--- config.mk ---
export PLATFORM = sky130hd
export DESIGN_NAME = fetch_stage
export DESIGN_NICKNAME = d
export VERILOG_FILES = /design/src/rtl/fetch_stage.sv
export SDC_FILE = /design/constraint.sdc
export NUM_CORES = 1
export LEC_CHECK = 0
export BUFFER_PORTS_ARGS = -buffer_cell sky130_fd_sc_hd__clkbuf_2
export CORE_MARGIN = 5
export CORE_UTILIZATION = 58
export CTS_BUF_LIST = sky130_fd_sc_hd__clkbuf_2
export CTS_CLUSTER_DIAMETER = 120
export DETAILED_ROUTE_END_ITERATION = 7
export PLACE_DENSITY_LB_ADDON = 0.2
export SETUP_SLACK_MARGIN = 0.05
export SYNTH_ARGS = -nofsm -noshare
export SYNTH_HDL_FRONTEND = slang
export SYNTH_SLANG_ARGS = --single-unit
--- constraint.sdc ---
create_clock -name clk -period 2.7 [get_ports clk]
set_input_delay 0.54 -clock clk [delete_from_list [all_inputs] [get_ports clk]]
set_output_delay 0.54 -clock clk [all_outputs]
set_load 0.05 [all_outputs]
--- src/rtl/fetch_stage.sv ---
// Instruction-fetch stage: owns the PC, requests instruction memory, loads IF/ID.
// Optional performance counters are enabled with `define FETCH_PERF_CNT_EN.
module fetch_stage #(
  parameter logic [31:0] RESET_PC  = 32'h0000_0000,
  parameter logic [31:0] NOP_INSTR = 32'h0000_0013
) (
  input  logic        clk,
  input  logic        rstn,
  input  logic        stall,
  input  logic        redirect,
  input  logic [31:0] redirect_pc,
  output logic        imem_req,
  output logic [31:0] imem_addr,
  input  logic        imem_ready,
  input  logic [31:0] imem_rdata,
  output logic        if_id_valid,
  output logic [31:0] if_id_pc,
  output logic [31:0] if_id_pc_plus4,
  output logic [31:0] if_id_instr,
`ifdef FETCH_PERF_CNT_EN
  output logic [31:0] perf_fetch_cnt,
  output logic [31:0] perf_bubble_cnt,
`endif
  output logic [1:0]  dbg_state
);

  typedef enum logic [1:0] {
    S_BOOT  = 2'd0,
    S_REQ   = 2'd1,
    S_HOLD  = 2'd2,
    S_DRAIN = 2'd3
  } state_t;

  state_t      state_q, state_d;
  logic [31:0] pc_q, pc_d;
  logic [31:0] pend_pc_q, pend_pc_d;
  logic [31:0] skid_instr_q, skid_instr_d;
  logic [31:0] skid_pc_q, skid_pc_d;
  logic        if_id_valid_q, if_id_valid_d;
  logic [31:0] if_id_pc_q, if_id_pc_d;
  logic [31:0] if_id_instr_q, if_id_instr_d;

  logic        accept;
  logic [31:0] target;

  // Handshake: a fetch completes in any cycle where imem_req & imem_ready are both
  // high; imem_req/imem_addr depend only on registered state and stay stable until then.
  assign accept = imem_req & imem_ready;
  assign target = {redirect_pc[31:2], 2'b00};

  always_ff @(posedge clk or negedge rstn) begin
    if (!rstn) begin
      state_q       <= S_BOOT;
      pc_q          <= RESET_PC;
      pend_pc_q     <= RESET_PC;
      skid_instr_q  <= 32'h0;
      skid_pc_q     <= 32'h0;
      if_id_valid_q <= 1'b0;
      if_id_pc_q    <= 32'h0;
      if_id_instr_q <= NOP_INSTR;
    end else begin
      state_q       <= state_d;
      pc_q          <= pc_d;
      pend_pc_q     <= pend_pc_d;
      skid_instr_q  <= skid_instr_d;
      skid_pc_q     <= skid_pc_d;
      if_id_valid_q <= if_id_valid_d;
      if_id_pc_q    <= if_id_pc_d;
      if_id_instr_q <= if_id_instr_d;
    end
  end

  always_comb begin
    state_d = state_q;
    case (state_q)
      S_BOOT:  state_d = S_REQ;
      S_REQ: begin
        if (redirect)                state_d = imem_ready ? S_REQ : S_DRAIN;
        else if (imem_ready && stall) state_d = S_HOLD;
      end
      S_HOLD:  if (redirect || !stall) state_d = S_REQ;
      S_DRAIN: if (imem_ready) state_d = S_REQ;
      default: state_d = S_BOOT;
    endcase
  end

  always_comb begin
    imem_req  = (state_q == S_REQ) || (state_q == S_DRAIN);
    imem_addr = pc_q;
    dbg_state = state_q;
  end

  always_comb begin
    pc_d         = pc_q;
    pend_pc_d    = pend_pc_q;
    skid_instr_d = skid_instr_q;
    skid_pc_d    = skid_pc_q;
    case (state_q)
      S_BOOT, S_HOLD: if (redirect) pc_d = target;
      S_REQ: begin
        if (redirect) begin
          if (imem_ready) pc_d = target;
          else            pend_pc_d = target;
        end else if (imem_ready) begin
          pc_d = pc_q + 32'd4;
          if (stall) begin
            skid_instr_d = imem_rdata;
            skid_pc_d    = pc_q;
          end
        end
      end
      S_DRAIN: begin
        // A redirect arriving during the drain replaces the pending target.
        if (redirect) begin
          pend_pc_d = target;
          if (imem_ready) pc_d = target;
        end else if (imem_ready) begin
          pc_d = pend_pc_q;
        end
      end
      default: ;
    endcase
  end

  always_comb begin
    if_id_valid_d = if_id_valid_q;
    if_id_pc_d    = if_id_pc_q;
    if_id_instr_d = if_id_instr_q;
    if (redirect) begin
      if_id_valid_d = 1'b0;
    end else if (!stall) begin
      if (state_q == S_REQ && imem_ready) begin
        if_id_valid_d = 1'b1;
        if_id_pc_d    = pc_q;
        if_id_instr_d = imem_rdata;
      end else if (state_q == S_HOLD) begin
        if_id_valid_d = 1'b1;
        if_id_pc_d    = skid_pc_q;
        if_id_instr_d = skid_instr_q;
      end else begin
        if_id_valid_d = 1'b0;
      end
    end
  end

  assign if_id_valid    = if_id_valid_q;
  assign if_id_pc       = if_id_pc_q;
  assign if_id_pc_plus4 = if_id_pc_q + 32'd4;
  assign if_id_instr    = if_id_valid_q ? if_id_instr_q : NOP_INSTR;

`ifdef FETCH_PERF_CNT_EN
  logic [31:0] perf_fetch_q, perf_fetch_d;
  logic [31:0] perf_bubble_q, perf_bubble_d;

  always_comb begin
    perf_fetch_d  = perf_fetch_q + (accept ? 32'd1 : 32'd0);
    perf_bubble_d = perf_bubble_q +
                    ((state_q != S_BOOT && !if_id_valid_q) ? 32'd1 : 32'd0);
  end

  always_ff @(posedge clk or negedge rstn) begin
    if (!rstn) begin
      perf_fetch_q  <= 32'h0;
      perf_bubble_q <= 32'h0;
    end else begin
      perf_fetch_q  <= perf_fetch_d;
      perf_bubble_q <= perf_bubble_d;
    end
  end

  assign perf_fetch_cnt  = perf_fetch_q;
  assign perf_bubble_cnt = perf_bubble_q;
`else
  logic unused_accept;
  assign unused_accept = accept;
`endif

endmodule

# Word level (Yosys, flattened, before mapping)
# Cells that the tools add are included.
# classes
add_sub_neg	2
n_eq_ne	13
muxes	25
bitwise	2
n_reduce_logical	14
# op_table
op	n
two-way mux 32 bit	13
case mux 32 bit (3 select lines)	1
adder 32 x 3 -> 32 bit (second input constant)	2
case mux 32 bit (2 select lines)	1
!= test 2 bit (second input constant)	6
two-way mux 2 bit	5
!= test 3 bit (second input constant)	3
AND reduction 3 bit	3
case mux 2 bit (4 select lines)	1
AND reduction 4 bit	2
== test 2 bit (second input constant)	2
two-way mux 1 bit	4
nonzero test 2 bit	2
== test 2 x 1 -> 1 bit (second input constant)	1
logical AND 1 bit	2
logical NOT 2 bit	1
logical OR 1 bit	2
!= test 2 x 1 -> 1 bit (second input constant)	1
NOT 1 bit	2
OR reduction 2 bit	1
logical NOT 1 bit	1
# word_totals
ff_bits	195
input_bits	69
output_inout_bits	132
elab_cells	64

# Depth between registers and ports, before layout
# depth
word_depth	5
ltp_mapped	8

# Least setup slack after synthesis
# OpenSTA, ideal clock, no wires.
# synth_path
path_kind	register to output
start	register if_id_pc_q[2], in the netlist if_id_pc[2]
end	output port if_id_pc_plus4[30]
arrival_ns	2.797
slack_ns	-0.637
stages_incl_launch_ff	8
path_buffers	1
cell_sequence	dfrtp_1 ha_1 nand2_1 or3_1 clkbuf_1 nor2_1 nand4_1 xnor2_1
# synth_via
elab_chain_len	1
# synth_rtl
item	line_no	source
start: declaration	40	logic [31:0] if_id_pc_q, if_id_pc_d;
start signal: assignment	68	if_id_pc_q <= if_id_pc_d;
adder 32 x 3 -> 32 bit	148	assign if_id_pc_plus4 = if_id_pc_q + 32'd4;
end: declaration	18	output logic [31:0] if_id_pc_plus4,
# Every way passes these cells.

# Worst setup path after layout
# layout_path
start	register if_id_pc_q[23], in the netlist if_id_pc[23]
end	output port if_id_pc_plus4[31]
# The elaborated chain is that of the path after synthesis.

==> qor.csv <==
metric,value,unit
status,finished with violations,
failing checks,negative setup slack,
top-level I/O count,201,
first-pass GRT wire length,46800,um
H-tree depth,4,
crit path DAT,2.72,ns
TritonCTS Buffers,17,
CP max-delay cell,dfrtp_2,
Final Wtd Congestion,0.919,
skew final,0.0317,ns
filler cell count,1169,
DP Area,11900,um^2
IO Port Bufs,198,
min-delay src,imem_rdata[18],
final cell count without fillers,1510,
"commonest non-fill, non-tap cell in the layout",clkbuf_2,
largest net degree at the start of global routing,130,
Area growth syn-to-layout,29.2,%
Top delay family on crit path,simple AND/OR/NAND/NOR gates,
Post-Syn Nets,1076,
Clock Latency Late Sink,0.81,ns
CP max FO,6,
worst r2r src,imem_addr[4]$_DFFE_PN0P_,
Rel. slew slack,26.1,%
Initial Util,59.2,%
core box area,17400,um^2
footprint of the multi-input gates,5390,um^2
leak pwr,6.13,nW
GRT Util Overall,28.5,%
CTS tree,yes,
"flops & latches, synth",193,
Syn Area/Cell,10.2,um^2
CTS Root Cell,clkbuf_2,
# setup viols final,22,
most used cell along the critical path,and3_1,
share of layout cells above drive strength 1,36.8,%
Final Util,76.5,%
DR WL/cell,19.3,um
Max Cap Viol,0,
worst vdd ir,0.577,mV
Sequential Area,4860,um^2
Final Hold Vio Count,0,
Post-layout nets,1342,
post-synth cell types,71,
Routed WL,29200,um
fin crit period,3.26,ns
sequential area share after synthesis,47.0,%
"Cell Area, Synth",10300,um^2
critical path type,reg -> out,
RSZ-0062 raised after global routing,yes,
post-route ant nets,0,
Row Count,48,
Worst Tran Pin Value,1.11,ns
"commonest cells after routing, fill and taps aside","clkbuf_2, dfrtp_1, nand2_1, o21ai_0, mux2_2",
vias per std cell,5.97,
hold_ws,0.0308,ns
"worst slack, placed",0.0489,ns
clock slew at reported path FFs,0.26,ns
placed cells,1398,
Worst setup EP type,primary output,
post-route cell area,13300,um^2
power per cell area,848,nW/um^2
period utilisation layout,121,%
Post-synth EDFFs,0,
TNS Setup,-7.38,ns
clk sinks,193,
clock buffer depth,2,
CP cell instances,and3_1 > and2_1 > and3_1 > nand4_1 > xnor2_4 > buf_12,
die footprint,20500,um^2
total global routing overflow,0,
Vias,9022,
worst min-delay path class,in -> reg,
Post-synth ARST share,100,%
post-DP HPWL,19500,um
cells after synthesis,1005,
initial antenna violation count,1,
fin. max-slew vios,0,
Synth Warn #,0,
router iterations before antenna repair,5,
final setup margin,-0.556,ns
Critical Path Source,if_id_pc[23]$_DFFE_PN0P_,
vias in the first global route,8938,
CP max stage delay,0.54,ns
DRC,0,
post-route total power,11.3,mW
critical path startpoint category,flop,
fmax,307,MHz
Die Y,143,um
Synth Flop Type,dfrtp_1,
Die W,143,um
1st-iter DRT viols,715,
Buf/Inv on CP,1,
CP required,2.16,ns
[area by class of cell]
type | instances | area share [%]
Multi-Input combinational cell | 724 | 40.6
Tap cell | 225 | 2.12
Timing Repair Buffer | 326 | 18.3
Inverter | 9 | 0.255
Clock buffer | 17 | 0.641
Clock inverter | 15 | 1.48
Sequential cell | 193 | 36.6
Antenna cell | 1 | 0.0189
[sequential cells by signal (all words and copies together), names as in the netlist]
name	count
if_id_instr_q	32
if_id_pc	32
imem_addr	32
skid_instr_q	32
skid_pc_q	32
pend_pc_q	30
dbg_state	2
if_id_valid	1
[kinds of logic (layout without fill, tap and decap cells)]
group | count (synthesis) | after routing | share of synthesized area (%)
fa+ha+maj | 2 | 2 | 0.243
xor+xnor | 35 | 35 | 2.98
other cells | 0 | 1 | 0
flops | 193 | 193 | 47.0
buf+inv | 88 | 367 | 4.48
mux | 158 | 158 | 16.5
simple gates | 303 | 303 | 15.1
compound gates | 226 | 226 | 13.6
[synth_stat cells (13+ instances only)]
cell type  instances  share of area [%]
nor2_1            34                1.2
nand3_1           27                1.3
a21oi_1           27                1.3
nand4_1           14               0.85
mux2_2            94                 10
and3_1            15               0.91
a22oi_1           13               0.95
o21ai_0          101                4.9
and2_1            37                2.3
dfrtp_1          190                 46
xnor2_1           24                2.0
o22ai_1           20                1.2
buf_1             15               0.55
nand2_1          117                4.3
mux2i_1           64                6.2
clkbuf_1          41                1.5
[layer usage]
layer  share of wire (%)  vias up  GRT usage [%]
met5                   0        -              0
met4                 2.6        0           8.75
met3                 7.3       69           4.39
met2                  49      394           48.1
met1                  41     4413           38.1
li1                    -     4146              -
[where the power goes]
part	internal, mW	switching, mW
Combinational	1.88	3.21
Clock	0.547	1.07
Sequential	3.72	0.820
Total	6.16	5.10
[path summary, 6_finish.rpt]
path,end,slack [ns],cells past startpoint
min,skid_instr_q[18]$_DFFE_PN0P_,0.03,2
max,if_id_pc_plus4[31],-0.56,6
max reg2reg,imem_addr[28]$_DFFE_PN0P_,0.43,5
max in group asynchronous,if_id_instr_q[4]$_DFFE_PN1P_,1.73,3
min in group asynchronous,if_id_instr_q[24]$_DFFE_PN0P_,0.25,2
min reg2reg,if_id_instr_q[0]$_DFFE_PN1P_,0.51,2
[what timing repair did]
action,in CTS,in global routing
resized for setup,65,42
setup endpoints to repair,24,28
hold endpoints to repair,124,3
buffers inserted,16,5
pin swaps,12,15
hold buffers,58,2
(Power assumes the default switching activity.)
